`config.mk`:
```
export PLATFORM = sky130hd
export DESIGN_NAME = filter_line_ctrl_5x5_flat
export DESIGN_NICKNAME = d
export VERILOG_FILES = /design/src/rtl/filter_pkg.sv /design/src/rtl/filter_line_ctrl_5x5_if.sv /design/src/rtl/filter_line_timer.sv /design/src/rtl/filter_line_ctrl_5x5.sv /design/src/flat_wrapper.sv
export SDC_FILE = /design/constraint.sdc
export NUM_CORES = 1
export LEC_CHECK = 0
export ABC_AREA = 1
export BUFFER_PORTS_ARGS = -buffer_cell sky130_fd_sc_hd__clkbuf_2
export CAP_MARGIN = 20
export CORE_MARGIN = 3
export CORE_UTILIZATION = 50
export CTS_CLUSTER_DIAMETER = 50
export DETAILED_ROUTE_END_ITERATION = 8
export PLACE_DENSITY = 0.81
export SKIP_CTS_REPAIR_TIMING = 1
export SLEW_MARGIN = 20
export SYNTH_ARGS = -nofsm -noshare
export SYNTH_HDL_FRONTEND = slang
export SYNTH_HIERARCHICAL = 1
export SYNTH_SLANG_ARGS = --single-unit
```
`constraint.sdc`:
```
create_clock -name clk -period 7 [get_ports clk]
set_input_delay 1.75 -clock clk [delete_from_list [all_inputs] [get_ports clk]]
set_output_delay 1.75 -clock clk [all_outputs]
set_load 0.05 [all_outputs]
```
`src/rtl/filter_pkg.sv`:
```
// Shared state encoding, padding constants and helpers for the 5x5 filter
// line-buffer controller.
package filter_pkg;

  typedef enum logic [2:0] {
    IDLE       = 3'd0,
    FILL       = 3'd1,
    RUN        = 3'd2,
    FLUSH_GAP  = 3'd3,
    FLUSH_LINE = 3'd4
  } state_t;

  // One-hot row-padding flags consumed by the align stage.
  localparam logic [3:0] PAD_TOP0 = 4'b0001;  // centre row 0
  localparam logic [3:0] PAD_TOP1 = 4'b0010;  // centre row 1
  localparam logic [3:0] PAD_BOT1 = 4'b1000;  // centre row V-2
  localparam logic [3:0] PAD_BOT0 = 4'b0100;  // centre row V-1

  localparam int MIN_HBLANK = 3;

  function automatic logic [3:0] pad_for_row(input int unsigned c, input int unsigned v);
    logic [3:0] flags;
    flags = 4'b0000;
    if (c == 0) begin
      flags = PAD_TOP0;
    end else if (c == 1) begin
      flags = PAD_TOP1;
    end else if (c == v - 2) begin
      flags = PAD_BOT1;
    end else if (c == v - 1) begin
      flags = PAD_BOT0;
    end
    return flags;
  endfunction

endpackage

```
`src/rtl/filter_line_ctrl_5x5_if.sv`:
```
// Line-memory control bus between the line-buffer controller (master) and
// the 5x5 data-align stage (slave).
interface filter_line_ctrl_5x5_if #(
  parameter int MEM_ADDR_WIDTH = 11
);

  logic                      mem_ren;
  logic [1:0]                mem_sel;
  logic [MEM_ADDR_WIDTH-1:0] mem_waddr;
  logic [MEM_ADDR_WIDTH-1:0] mem_raddr;
  logic [3:0]                pad_y;

  modport master (
    output mem_ren,
    output mem_sel,
    output mem_waddr,
    output mem_raddr,
    output pad_y
  );

  modport slave (
    input mem_ren,
    input mem_sel,
    input mem_waddr,
    input mem_raddr,
    input pad_y
  );

endinterface

```
`src/rtl/filter_line_timer.sv`:
```
// Pixel counter with DE-fall detection and a line-end strobe two cycles after
// the last pixel; also flags burst-length and short-hblank violations.
module filter_line_timer
  import filter_pkg::*;
#(
  parameter int AW = 11
) (
  input  logic          clk,
  input  logic          rst,
  input  logic          clr,
  input  logic          de,
  input  logic [AW-1:0] h_last,
  output logic [AW-1:0] px,
  output logic [AW-1:0] waddr,
  output logic          line_end,
  output logic          len_err,
  output logic          gap_err
);

  localparam int BW = $clog2(MIN_HBLANK + 1);

  logic [AW-1:0] px_reg, px_next;
  logic [AW-1:0] waddr_reg;
  logic          de_d1_reg;
  logic          fall_reg;
  logic          full_reg, full_next;
  logic [BW-1:0] blank_reg, blank_next;
  logic          fall;

  assign fall     = de_d1_reg & ~de;
  assign px       = px_reg;
  assign waddr    = waddr_reg;
  assign line_end = fall_reg;

  always_comb begin
    px_next    = px_reg;
    full_next  = full_reg;
    blank_next = blank_reg;
    len_err    = 1'b0;
    gap_err    = 1'b0;

    if (de) begin
      // Saturate at the last pixel so an overlong burst keeps hitting h_last.
      if (px_reg != h_last) begin
        px_next = px_reg + AW'(1);
      end else begin
        if (full_reg) begin
          len_err = 1'b1;
        end
        full_next = 1'b1;
      end
      if (!de_d1_reg && (blank_reg < BW'(MIN_HBLANK))) begin
        gap_err = 1'b1;
      end
      blank_next = '0;
    end else begin
      if (fall) begin
        px_next   = '0;
        full_next = 1'b0;
        if (!full_reg) begin
          len_err = 1'b1;
        end
      end
      if (blank_reg < BW'(MIN_HBLANK)) begin
        blank_next = blank_reg + BW'(1);
      end
    end

    // A frame restart discards any partial line; the first line owes no hblank.
    if (clr) begin
      px_next    = '0;
      full_next  = 1'b0;
      blank_next = BW'(MIN_HBLANK);
      len_err    = 1'b0;
      gap_err    = 1'b0;
    end
  end

  always_ff @(posedge clk) begin
    if (rst) begin
      px_reg    <= '0;
      waddr_reg <= '0;
      de_d1_reg <= 1'b0;
      fall_reg  <= 1'b0;
      full_reg  <= 1'b0;
      blank_reg <= '0;
    end else begin
      px_reg    <= px_next;
      waddr_reg <= px_reg;
      de_d1_reg <= clr ? 1'b0 : de;
      fall_reg  <= clr ? 1'b0 : fall;
      full_reg  <= full_next;
      blank_reg <= blank_next;
    end
  end

endmodule

```
`src/rtl/filter_line_ctrl_5x5.sv`:
```
// Line-buffer controller ahead of the 5x5 align stage: ring addressing, read
// enable, row padding and the two trailing flush lines that drain the frame.
module filter_line_ctrl_5x5
  import filter_pkg::*;
#(
  parameter int MEM_ADDR_WIDTH = 11,
  parameter int V_CNT_WIDTH    = 11,
  parameter int FLUSH_HBLANK   = 16
) (
  input  logic                      clk,
  input  logic                      rst,
  input  logic                      i_vsync,
  input  logic                      i_de,
  input  logic [MEM_ADDR_WIDTH-1:0] i_h_last,
  input  logic [V_CNT_WIDTH-1:0]    i_v_size,
  filter_line_ctrl_5x5_if.master    mem,
  output logic                      o_busy,
  output logic                      o_frame_done,
  output logic                      o_err
);

  localparam int LW = V_CNT_WIDTH + 1;
  localparam int GW = $clog2(FLUSH_HBLANK) + 1;

  state_t                    state_reg, state_next;
  logic [LW-1:0]             line_idx_reg, line_idx_next;
  logic [1:0]                sel_reg, sel_next;
  logic [MEM_ADDR_WIDTH-1:0] h_last_reg, h_last_next;
  logic [V_CNT_WIDTH-1:0]    v_size_reg, v_size_next;
  logic [GW-1:0]             gap_cnt_reg, gap_cnt_next;
  logic                      flush_run_reg, flush_run_next;
  logic                      err_reg, err_next;
  logic                      frame_done;

  logic                      in_state;
  logic                      flush_state;
  logic                      eff_de;
  logic [MEM_ADDR_WIDTH-1:0] px;
  logic [MEM_ADDR_WIDTH-1:0] waddr;
  logic                      line_end;
  logic                      len_err;
  logic                      gap_err;
  logic [LW-1:0]             v_ext;
  logic [LW-1:0]             centre;

  assign in_state    = (state_reg == FILL) || (state_reg == RUN);
  assign flush_state = (state_reg == FLUSH_GAP) || (state_reg == FLUSH_LINE);
  // Input DE drives the timer while lines arrive; the flush DE takes over after.
  assign eff_de      = in_state ? i_de : flush_run_reg;
  assign v_ext       = {1'b0, v_size_reg};
  assign centre      = line_idx_reg - LW'(2);

  filter_line_timer #(
    .AW(MEM_ADDR_WIDTH)
  ) u_timer (
    .clk      (clk),
    .rst      (rst),
    .clr      (i_vsync),
    .de       (eff_de),
    .h_last   (h_last_reg),
    .px       (px),
    .waddr    (waddr),
    .line_end (line_end),
    .len_err  (len_err),
    .gap_err  (gap_err)
  );

  always_comb begin
    state_next     = state_reg;
    line_idx_next  = line_idx_reg;
    sel_next       = sel_reg;
    h_last_next    = h_last_reg;
    v_size_next    = v_size_reg;
    gap_cnt_next   = gap_cnt_reg;
    flush_run_next = flush_run_reg;
    err_next       = err_reg;
    frame_done     = 1'b0;

    if (len_err || gap_err || (flush_state && i_de)) begin
      err_next = 1'b1;
    end
    if (flush_run_reg && (px == h_last_reg)) begin
      flush_run_next = 1'b0;
    end

    if (i_vsync) begin
      if (state_reg != IDLE) begin
        err_next = 1'b1;
      end
      state_next     = FILL;
      line_idx_next  = '0;
      sel_next       = 2'd0;
      h_last_next    = i_h_last;
      v_size_next    = i_v_size;
      gap_cnt_next   = '0;
      flush_run_next = 1'b0;
    end else begin
      case (state_reg)
        FILL: begin
          if (line_end) begin
            line_idx_next = line_idx_reg + LW'(1);
            sel_next      = sel_reg + 2'd1;
            if (line_idx_reg == LW'(1)) begin
              state_next = RUN;
            end
          end
        end
        RUN: begin
          if (line_end) begin
            line_idx_next = line_idx_reg + LW'(1);
            sel_next      = sel_reg + 2'd1;
            gap_cnt_next  = '0;
            if (line_idx_reg == v_ext - LW'(1)) begin
              state_next = FLUSH_GAP;
            end
          end
        end
        FLUSH_GAP: begin
          if (gap_cnt_reg == GW'(FLUSH_HBLANK - 1)) begin
            state_next     = FLUSH_LINE;
            flush_run_next = 1'b1;
            gap_cnt_next   = '0;
          end else begin
            gap_cnt_next = gap_cnt_reg + GW'(1);
          end
        end
        FLUSH_LINE: begin
          if (line_end) begin
            line_idx_next = line_idx_reg + LW'(1);
            sel_next      = sel_reg + 2'd1;
            gap_cnt_next  = '0;
            if (line_idx_reg == v_ext + LW'(1)) begin
              frame_done = 1'b1;
              state_next = IDLE;
            end else begin
              state_next = FLUSH_GAP;
            end
          end
        end
        default: begin
        end
      endcase
    end
  end

  always_ff @(posedge clk) begin
    if (rst) begin
      state_reg     <= IDLE;
      line_idx_reg  <= '0;
      sel_reg       <= 2'd0;
      h_last_reg    <= '0;
      v_size_reg    <= '0;
      gap_cnt_reg   <= '0;
      flush_run_reg <= 1'b0;
      err_reg       <= 1'b0;
    end else begin
      state_reg     <= state_next;
      line_idx_reg  <= line_idx_next;
      sel_reg       <= sel_next;
      h_last_reg    <= h_last_next;
      v_size_reg    <= v_size_next;
      gap_cnt_reg   <= gap_cnt_next;
      flush_run_reg <= flush_run_next;
      err_reg       <= err_next;
    end
  end

  assign mem.mem_ren   = ((state_reg == RUN) || (state_reg == FLUSH_LINE)) && eff_de;
  assign mem.mem_sel   = sel_reg;
  assign mem.mem_raddr = px;
  assign mem.mem_waddr = waddr;
  assign mem.pad_y     = ((state_reg == RUN) || flush_state)
                         ? pad_for_row(32'(centre), 32'(v_size_reg)) : 4'b0000;

  assign o_busy       = (state_reg != IDLE);
  assign o_frame_done = frame_done;
  assign o_err        = err_reg;

endmodule

```
`src/flat_wrapper.sv`:
```
// flat-port wrapper written by rule: the top's interface ports become plain ports
module filter_line_ctrl_5x5_flat import filter_pkg::*;
#(
  parameter int MEM_ADDR_WIDTH = 11,
  parameter int V_CNT_WIDTH    = 11,
  parameter int FLUSH_HBLANK   = 16
)
  (clk, rst, i_vsync, i_de, i_h_last, i_v_size, o_busy, o_frame_done, o_err, mem_mem_ren, mem_mem_sel, mem_mem_waddr, mem_mem_raddr, mem_pad_y);
  filter_line_ctrl_5x5_if #(.MEM_ADDR_WIDTH(MEM_ADDR_WIDTH)) mem_i ();
  input  logic clk;
  input  logic rst;
  input  logic i_vsync;
  input  logic i_de;
  input  logic [MEM_ADDR_WIDTH-1:0] i_h_last;
  input  logic [V_CNT_WIDTH-1:0] i_v_size;
  output logic o_busy;
  output logic o_frame_done;
  output logic o_err;
  output wire logic [$bits(mem_i.mem_ren)-1:0] mem_mem_ren;
  output wire logic [$bits(mem_i.mem_sel)-1:0] mem_mem_sel;
  output wire logic [$bits(mem_i.mem_waddr)-1:0] mem_mem_waddr;
  output wire logic [$bits(mem_i.mem_raddr)-1:0] mem_mem_raddr;
  output wire logic [$bits(mem_i.pad_y)-1:0] mem_pad_y;
  assign mem_mem_ren = mem_i.mem_ren;
  assign mem_mem_sel = mem_i.mem_sel;
  assign mem_mem_waddr = mem_i.mem_waddr;
  assign mem_mem_raddr = mem_i.mem_raddr;
  assign mem_pad_y = mem_i.pad_y;
  filter_line_ctrl_5x5 #(.MEM_ADDR_WIDTH(MEM_ADDR_WIDTH), .V_CNT_WIDTH(V_CNT_WIDTH), .FLUSH_HBLANK(FLUSH_HBLANK)) u_core (.clk(clk), .rst(rst), .i_vsync(i_vsync), .i_de(i_de), .i_h_last(i_h_last), .i_v_size(i_v_size), .mem(mem_i), .o_busy(o_busy), .o_frame_done(o_frame_done), .o_err(o_err));
endmodule
```
==> results.cfg, run 1 <==
[run_status]
status = completed

[sta]
setup_viol = 0
maxSlewViolCount = 0
relSlewSlack = 0.478
finalCritPeriodShare = 0.655
clock_skew_ns = 0.00968
worst_slew_pin_slew_ns = 0.780
layout_min_cycle_time_ns = 4.59
hold_viol = 0
tns_ns = 0
rsz0062_at_grt = false
max_freq_mhz = 218

[placed_design]
routabilityCongestion = 0.998
place.port_buffers = 57
hpwl_mm = 9.94

[clock_network]
cts_sinks = 73
cts_tree = yes
clkLatencyLatePin_ns = 0.36
cts_buffers = 9
h-tree-depth = 3
clockRootBuffer = clkbuf_8
clockBufferDepth = 2
clk_pin_slew_ns = 0.08

[grt]
antenna_found_initial = 0
grt_pass1_wl_mm = 21.6
grt_use_total = 0.236
grt_pass1_vias = 4503
grt_max_degree = 40
grt-ovfl-total = 0

[worst_setup_path]
crit_arrival_ns = 2.84
crit_slowest_cell = clkbuf_2
regToRegEndpoint = u_core/state_reg[0]$_SDFFE_PP0P_
critical_path.max_fanout = 17
r2r_cells = 19
path_common_cell = clkbuf_2
critPathKind = in -> out
critical_path_buf_inv_count = 3
crit_path_cell_trace = clkbuf_2 -> clkinv_1 -> nand3_1 -> nor4_1 -> clkbuf_2
critical_path.max_stage_delay_ns = 0.34
cp.required_ns = 5.25
crit_family = buffers and inverters
r2r_start = u_core/v_size_reg[1]$_SDFFE_PP0P_
r2r_slack_ns = 4.46
crit_path_end_kind = primary output
startpoint_type = primary input

[final_layout]
utilization = 0.575
nets = 833
layout_common_cells = nand2_1, nor2_1, dfxtp_1
area_delta_synth_final_pct = 11.2
layout_commonest_cell = nand2_1
largest_register_ffs = 12
n_antenna_cell = 0
drive_above_1_share = 0.171

[drt]
detail-route-antenna-nets = 0
drtIter0Drc = 390
routed_wl_mm = 13.0
via_per_inst = 5.25
remaining_drc_errors = 0
firstDrtPassIters = 5
via_count = 4897
wl_per_cell_um = 13.9

[die]
top_level_ports = 58
die_w_um = 106
dieArea_sq_mm = 0.0113
die_y_um = 106
coreArea_sq_mm = 0.00977
rows = 36
start_util = 0.517

[worst_hold_path]
hp-start = u_core/gap_cnt_reg[4]$_SDFFE_PP0P_
holdPathStages = 2
hold_end = u_core/gap_cnt_reg[4]$_SDFFE_PP0P_
hp-class = reg -> reg

[power]
p_per_area_mw_per_mm2 = 178
ir_drop_mv = 0.113
p_leak_nw = 2.54
power_mw = 0.999

[synth]
syn-cell-area_sq_mm = 0.00505
synthArstFlopShare = 0
yosysUniqueCellTypes = 46
synth_edf_count = 0
yosysWarnings = 6
yosys_most_used_dff = dfxtp_1
synth_seq_cells = 73
synth_nets = 783
synthCells = 745
avgSynthCellArea_sq_um = 6.78
yosysSeqAreaShare = 0.289

[flow_run]
maxCapViolCount = 0
## through the flow
stage | instances | setup slack, ns | hold slack (ns) | instance area (sq um)
3_3_place_gp | 917 | 2.38 | 0.447 | 5400
2_1_floorplan | 745 | 1.82 | 0.432 | 5050
3_5_place_dp | 917 | 2.42 | 0.452 | 5400
5_1_grt | 932 | 2.17 | 0.494 | 5620
6_report | 932 | 2.41 | 0.464 | 5620
4_1_cts | 932 | 2.41 | 0.466 | 5620
## cell families after synthesis
| group | share of synthesized area |
|---|---|
| AND/OR/NAND/NOR | 0.368 |
| buffers and inverters | 0.0887 |
| AO/OA/AOI/OAI | 0.100 |
| flip-flops | 0.289 |
| XOR/XNOR | 0.124 |
| adder cells (fa/ha/maj) | 0.0297 |
## worst min-delay path, stage by stage (launching register included)
cell and delay (ns):
dfxtp_1 0.32, inv_1 0.06, nor3b_1 0.04
## power by group
group	total (mW)	internal [mW]	switching, mW	leakage [nW]
combinational	0.188	0.0655	0.123	1.84
sequential	0.446	0.427	0.0191	0.594
clock	0.365	0.200	0.164	0.102
total	0.999	0.693	0.306	2.54
## metal layers
| metal | share of wire | up-vias | GRT usage |
|---|---|---|---|
| met5 | 0 | - | 0 |
| met4 | 0.016 | 0 | 0.0566 |
| met3 | 0.086 | 21 | 0.0516 |
| met2 | 0.44 | 207 | 0.381 |
| met1 | 0.46 | 2169 | 0.321 |
| li1 | - | 2500 | - |
## cells in the mapped netlist, types with 2 or more instances
cell type    n  area, sq um
o21a_1       2         15.0
o211ai_1     2         15.0
ha_1        12          150
buf_6        4         45.0
nand4_1     13         81.3
nand3_1     63          315
a211oi_1    12         90.1
xor2_1      49          429
nor2_2      12         75.1
dfxtp_1     73         1460
nor4_1       5         31.3
nor2_4       6         67.6
nand3b_1     2         15.0
nand2_1    174          653
nand3_2      3         30.0
nand2_4      2         22.5
nor3b_1      2         15.0
buf_2        5         25.0
a2111oi_0    2         17.5
inv_1       70          263
o21ai_0     21          105
nor3_2       5         50.1
xnor2_1     13          114
a21oi_1     43          215
nor2_1      86          323
inv_2       16         60.1
nand2_2      6         37.5
o21ai_1      2         10.0
xor2_2       4         65.1
nor3_1      10         50.1
or2_2        3         18.8
clkbuf_1     9         33.8
## final cells by class
type	count	area [sq um]
inverters	88	332
clock buffers	9	124
repair buffers	59	300
clock inverters	6	92.6
well taps	133	166
flip-flops and latches	73	1460
fillers	987	4160
multi-input cells	564	3140
## worst max path at each step
stage,from,endpoint,cells past startpoint
6_report,i_vsync,o_frame_done,5
5_1_grt,u_core/v_size_reg[1]$_SDFFE_PP0P_,mem_pad_y[2],12
4_1_cts,i_vsync,o_frame_done,5
3_5_place_dp,i_vsync,o_frame_done,5
3_3_place_gp,i_vsync,o_frame_done,5
2_1_floorplan,i_vsync,o_frame_done,3
No activity file was read; power rests on OpenSTA's default activity.
==> run 2: changes to the inputs <==
ABC_AREA = 0   (was 1)
PLACE_DENSITY = 0.84   (was 0.81)
clock period = 3.95 ns   (was 7 ns; I/O delays follow)
==> results.cfg, run 2 <==
[final_layout]
drive_above_1_share = 0.227
largest_register_ffs = 12
nFillCells = 823
utilization = 0.608
n_antenna_cell = 0
layout_commonest_cell = nor2_1
nets = 689
design_area_sq_mm = 0.00575
layout_common_cells = nor2_1, dfxtp_1, xnor2_1
area_delta_synth_final_pct = 15.0

[power]
combPwrFrac = 0.173
power_frac_seq = 0.449
p_per_area_mw_per_mm2 = 303
p_leak_nw = 2.18
p_sw_mw = 0.497
internal_power_mw = 1.24
swShare = 0.286
clkPwrFrac = 0.379
ir_drop_mv = 0.250

[worst_hold_path]
hold_end = u_core/gap_cnt_reg[4]$_SDFFE_PP0P_
holdPathStages = 1
hp-start = u_core/gap_cnt_reg[4]$_SDFFE_PP0P_
hp-class = reg -> reg

[synth]
synthTopCellsByCount = dfxtp_1, nor2_1, xnor2_1, nand2_1, clkbuf_1
synth.area.top_cells = dfxtp_1, xnor2_1, mux2i_1
synth_top_cell_area_share = 0.292
yosys_most_used_dff = dfxtp_1
synth_nets = 646
synthArstFlopShare = 0
synth_seq_cells = 73
synth_most_common_cell = dfxtp_1
avgSynthCellArea_sq_um = 8.22
synth_edf_count = 0
syn-cell-area_sq_mm = 0.00500
yosysWarnings = 6
synth_top_cell_by_area = dfxtp_1
synthCells = 608
yosysSeqAreaShare = 0.292
yosysUniqueCellTypes = 80

[drt]
detail-route-antenna-nets = 0
drtIter0Drc = 390
wl_per_cell_um = 16.7
via_count = 4707
via_per_inst = 6.00
remaining_drc_errors = 0
routed_wl_mm = 13.1
firstDrtPassIters = 5

[worst_setup_path]
regToRegEndpoint = u_core/state_reg[1]$_SDFFE_PP0P_
crit_slowest_cell = or4_4
startpoint_type = flip-flop
critPathKind = reg -> out
critical_path.max_fanout = 8
r2r_slack_ns = 1.52
critical_path.max_stage_delay_ns = 0.58
r2r_cells = 8
crit_family = simple AND/OR/NAND/NOR gates
crit_path_cell_trace = or4_4 -> nor3_4 -> inv_2 -> or3_1 -> a221o_1 -> a2111oi_4 -> buf_6
critical_path_buf_inv_count = 2
crit_path_end_kind = primary output
r2r_start = u_core/v_size_reg[1]$_SDFFE_PP0P_
cp.required_ns = 2.96
crit_arrival_ns = 2.92

[grt]
grt_pass1_vias = 4305
antenna_found_initial = 0
grt_use_total = 0.228
grt_pass1_wl_mm = 21.0
grt-ovfl-total = 0
grt_max_degree = 40

[die]
rows = 35
coreArea_sq_mm = 0.00946
die_y_um = 106
dieArea_sq_mm = 0.0112
die_w_um = 106
start_util = 0.529
top_level_ports = 58

[sta]
hold_viol = 0
setup_viol = 0
clock_skew_ns = 0.0104
relSlewSlack = 0.277
maxSlewViolCount = 0
worst_slew_pin_slew_ns = 1.08
layout_min_cycle_time_ns = 3.91
finalCritPeriodShare = 0.989
max_freq_mhz = 256

[flow_run]
maxCapViolCount = 0

[clock_network]
clockRootBuffer = clkbuf_8
clk_pin_slew_ns = 0.08
clockBufferDepth = 2
cts_sinks = 73
clkLatencyLatePin_ns = 0.36
h-tree-depth = 3
cts_tree = yes
cts_buffers = 9

[placed_design]
place.port_buffers = 57
hpwl_mm = 9.47
placed_cell_area_sq_mm = 0.00536
routabilityCongestion = 1.02

[run_status]
status = completed
## run 2: cell types whose count changed after synthesis, moves of 27 or more
cell     previous run  this run
a21oi_1            43        13
inv_1              70        18
mux2i_1             0        27
nand2_1           174        34
nand3_1            63        18
xnor2_1            13        62
xor2_1             49        14
## run 2: area by class of cell
cell class,instances,area (sq um),share of cell area
tap,129,161,0.0281
multi-input combinational,465,3320,0.578
clock buffer,10,128,0.0222
sequential,73,1480,0.257
clock inverter,6,90.1,0.0157
timing repair buffer,83,495,0.0862
inverter,19,71.3,0.0124
## run 2: how the worst max path moves through the flow
stage,slack [ns],startpoint,cells after the start,to
after floorplan,-0.16,u_core/line_idx_reg[6]$_SDFFE_PP0P_,8,mem_pad_y[3]
after global placement,0.17,u_core/v_size_reg[1]$_SDFFE_PP0P_,8,o_frame_done
after detailed placement,0.08,u_core/v_size_reg[1]$_SDFFE_PP0P_,8,o_frame_done
after CTS,-0.29,u_core/v_size_reg[1]$_SDFFE_PP0P_,8,o_frame_done
after global routing,-0.11,u_core/v_size_reg[2]$_SDFFE_PP0P_,8,o_frame_done
final,0.04,u_core/v_size_reg[5]$_SDFFE_PP0P_,7,mem_pad_y[2]
## run 2: metrics by stage
stage | total power [mW] | setup TNS, ns | cells | hold slack (ns) | setup slack [ns]
after floorplan | 1.01 | -0.160 | 608 | 0.446 | -0.160
after CTS | 1.73 | -0.629 | 779 | 0.483 | -0.291
final | 1.74 | 0 | 785 | 0.482 | 0.0441
after detailed placement | 1.08 | 0 | 763 | 0.464 | 0.0787
after global placement | 1.07 | 0 | 763 | 0.460 | 0.170
after global routing | 1.81 | -0.205 | 785 | 0.510 | -0.112
## run 2: per-layer routing
metal,track usage,vias up,share of wire
li1,-,2251,-
met1,0.286,2214,0.41
met2,0.394,210,0.49
met3,0.0534,32,0.078
met4,0.0564,0,0.021
met5,0,-,0
## run 2: power by group through the flow
stage,registers [mW],clock network [mW],logic (mW)
3_3_place_gp,0.795,0,0.274
5_1_grt,0.784,0.704,0.327
4_1_cts,0.779,0.673,0.282
2_1_floorplan,0.789,0,0.222
6_report,0.781,0.659,0.300
3_5_place_dp,0.797,0,0.280
## run 2: cell families (layout without fill, tap and decap cells)
| group | count (synthesis) | after routing | synth area share |
|---|---|---|---|
| and+or+nand+nor | 256 | 256 | 0.281 |
| muxes | 29 | 29 | 0.0586 |
| DFF | 73 | 73 | 0.292 |
| adders and majority gates | 12 | 12 | 0.0300 |
| buffers and inverters | 70 | 118 | 0.0678 |
| AOI/OAI and AO/OA | 90 | 90 | 0.131 |
| xor gates and xnor gates | 78 | 78 | 0.140 |
## run 2: worst register-to-register path, delay by kind of cell, from the launching register on
family                   cells  cell delay (ns)
AND/OR/NAND/NOR              4             1.27
AO/OA/AOI/OAI                2             0.30
flip-flops                   1             0.39
buffers and inverters        1             0.16
adder cells (fa/ha/maj)      1             0.20
==> run 3: changes to the inputs <==
CELL_PAD_IN_SITES_DETAIL_PLACEMENT = 0   (was unset)
CELL_PAD_IN_SITES_GLOBAL_PLACEMENT = 1   (was unset)
CORE_UTILIZATION = 40   (was 50)
PLACE_DENSITY = 0.73   (was 0.84)
==> results.cfg, run 3 (synthesized netlist as in run 2, its figures left out) <==
[run_status]
status = completed

[drt]
wl_per_cell_um = 16.1
routed_wl_mm = 13.5
firstDrtPassIters = 5
drtIter0Drc = 286
via_count = 4554
via_per_inst = 5.46
detail-route-antenna-nets = 0
remaining_drc_errors = 0

[placed_design]
hpwl_mm = 10.1
placed_cell_area_sq_mm = 0.00549
routabilityCongestion = 0.905
place.port_buffers = 57
dp_slack_ns = 0.0768

[clock_network]
clockBufferDepth = 2
clk_pin_slew_ns = 0.06
cts_sinks = 73
h-tree-depth = 3
clkLatencyLatePin_ns = 0.34
cts_tree = yes
clockRootBuffer = clkbuf_16
cts_buffers = 9

[grt]
grt_pass1_vias = 4292
grt_pass1_wl_mm = 21.8
grt_use_total = 0.191
antenna_found_initial = 0
grt-ovfl-total = 0
grt_max_degree = 31

[sta]
layout_setup_ws_ns = 0.113
whs_ns = 0.480
max_freq_mhz = 261
maxSlewViolCount = 0
layout_min_cycle_time_ns = 3.84
finalCritPeriodShare = 0.971
rsz0062_at_grt = false
setup_viol = 0
worst_slew_pin_slew_ns = 0.666
hold_viol = 0
clock_skew_ns = 0.00822
relSlewSlack = 0.554
tns_ns = 0

[worst_setup_path]
crit_path_end_kind = primary output
critPathKind = reg -> out
crit_arrival_ns = 2.85
critical_path.max_fanout = 10
cp.required_ns = 2.96
startpoint_type = flip-flop

[die]
dieArea_sq_mm = 0.0139
die_w_um = 118
die_y_um = 118
coreArea_sq_mm = 0.0121
top_level_ports = 58
start_util = 0.413
rows = 40

[final_layout]
nets = 700
layout_common_cells = nor2_1, dfxtp_1, xnor2_1
n_antenna_cell = 0
layout_commonest_cell = nor2_1
drive_above_1_share = 0.242
design_area_sq_mm = 0.00604
largest_register_ffs = 12
nFillCells = 1235
area_delta_synth_final_pct = 20.9

[flow_run]
maxCapViolCount = 0

[power]
ir_drop_mv = 0.245
p_per_area_mw_per_mm2 = 330
p_leak_nw = 2.31

[worst_hold_path]
hp-class = reg -> reg
run 3: changes by cell type in the layout (fill, tap and decap cells not counted), sizes merged:
| cell | previous run | this run |
|---|---|---|
| buf | 29 | 40 |
| clkbuf | 64 | 65 |
| clkinv | 2 | 1 |
| inv | 20 | 19 |
run 3: layout make-up:
| class | count | area (sq um) | area share |
|---|---|---|---|
| Multi-Input combinational cell | 465 | 3390 | 0.560 |
| Sequential cell | 73 | 1470 | 0.244 |
| Timing Repair Buffer | 94 | 574 | 0.0950 |
| Clock buffer | 11 | 253 | 0.0418 |
| Tap cell | 168 | 210 | 0.0348 |
| Clock inverter | 4 | 76.3 | 0.0126 |
| Inverter | 19 | 71.3 | 0.0118 |
run 3: worst max-delay path: stages, from the launching register on:
cell,delay [ns]
dfxtp_2,0.38
or4_4,0.59
nor3_4,0.25
inv_2,0.07
or3_1,0.34
a221o_1,0.36
a2111oi_4,0.31
buf_6,0.20
run 3: stage by stage:
step,cells,util,power [mW]
global route,834,0.499,2.08
global placement,813,0.453,1.08
detailed placement,813,0.453,1.08
finish,834,0.499,1.99
floorplan,608,-,1.01
CTS,828,0.481,1.99
run 3: metal layers:
metal,global-route usage,vias to the layer above,part of all wire,wire [um]
li1,-,2271,-,-
met2,0.325,105,0.48,6480
met3,0.0408,17,0.046,615
met4,0.0681,0,0.017,228
met1,0.239,2161,0.46,6140
met5,0,-,0,0
run 3: where the power goes:
part           switching [mW]  internal, mW
Clock                   0.316         0.585
Combinational           0.173         0.137
Sequential             0.0273         0.756
run 3: worst paths after layout:
path / from / end / slack, ns / cells after the start
worst max-delay path: u_core/v_size_reg[4]$_SDFFE_PP0P_ / mem_pad_y[2] / 0.11 / 7
worst min-delay path: u_core/gap_cnt_reg[4]$_SDFFE_PP0P_ / u_core/gap_cnt_reg[4]$_SDFFE_PP0P_ / 0.48 / 1
worst max register to register: u_core/v_size_reg[1]$_SDFFE_PP0P_ / u_core/state_reg[0]$_SDFFE_PP0P_ / 1.60 / 9
worst min register to register: u_core/gap_cnt_reg[4]$_SDFFE_PP0P_ / u_core/gap_cnt_reg[4]$_SDFFE_PP0P_ / 0.48 / 1
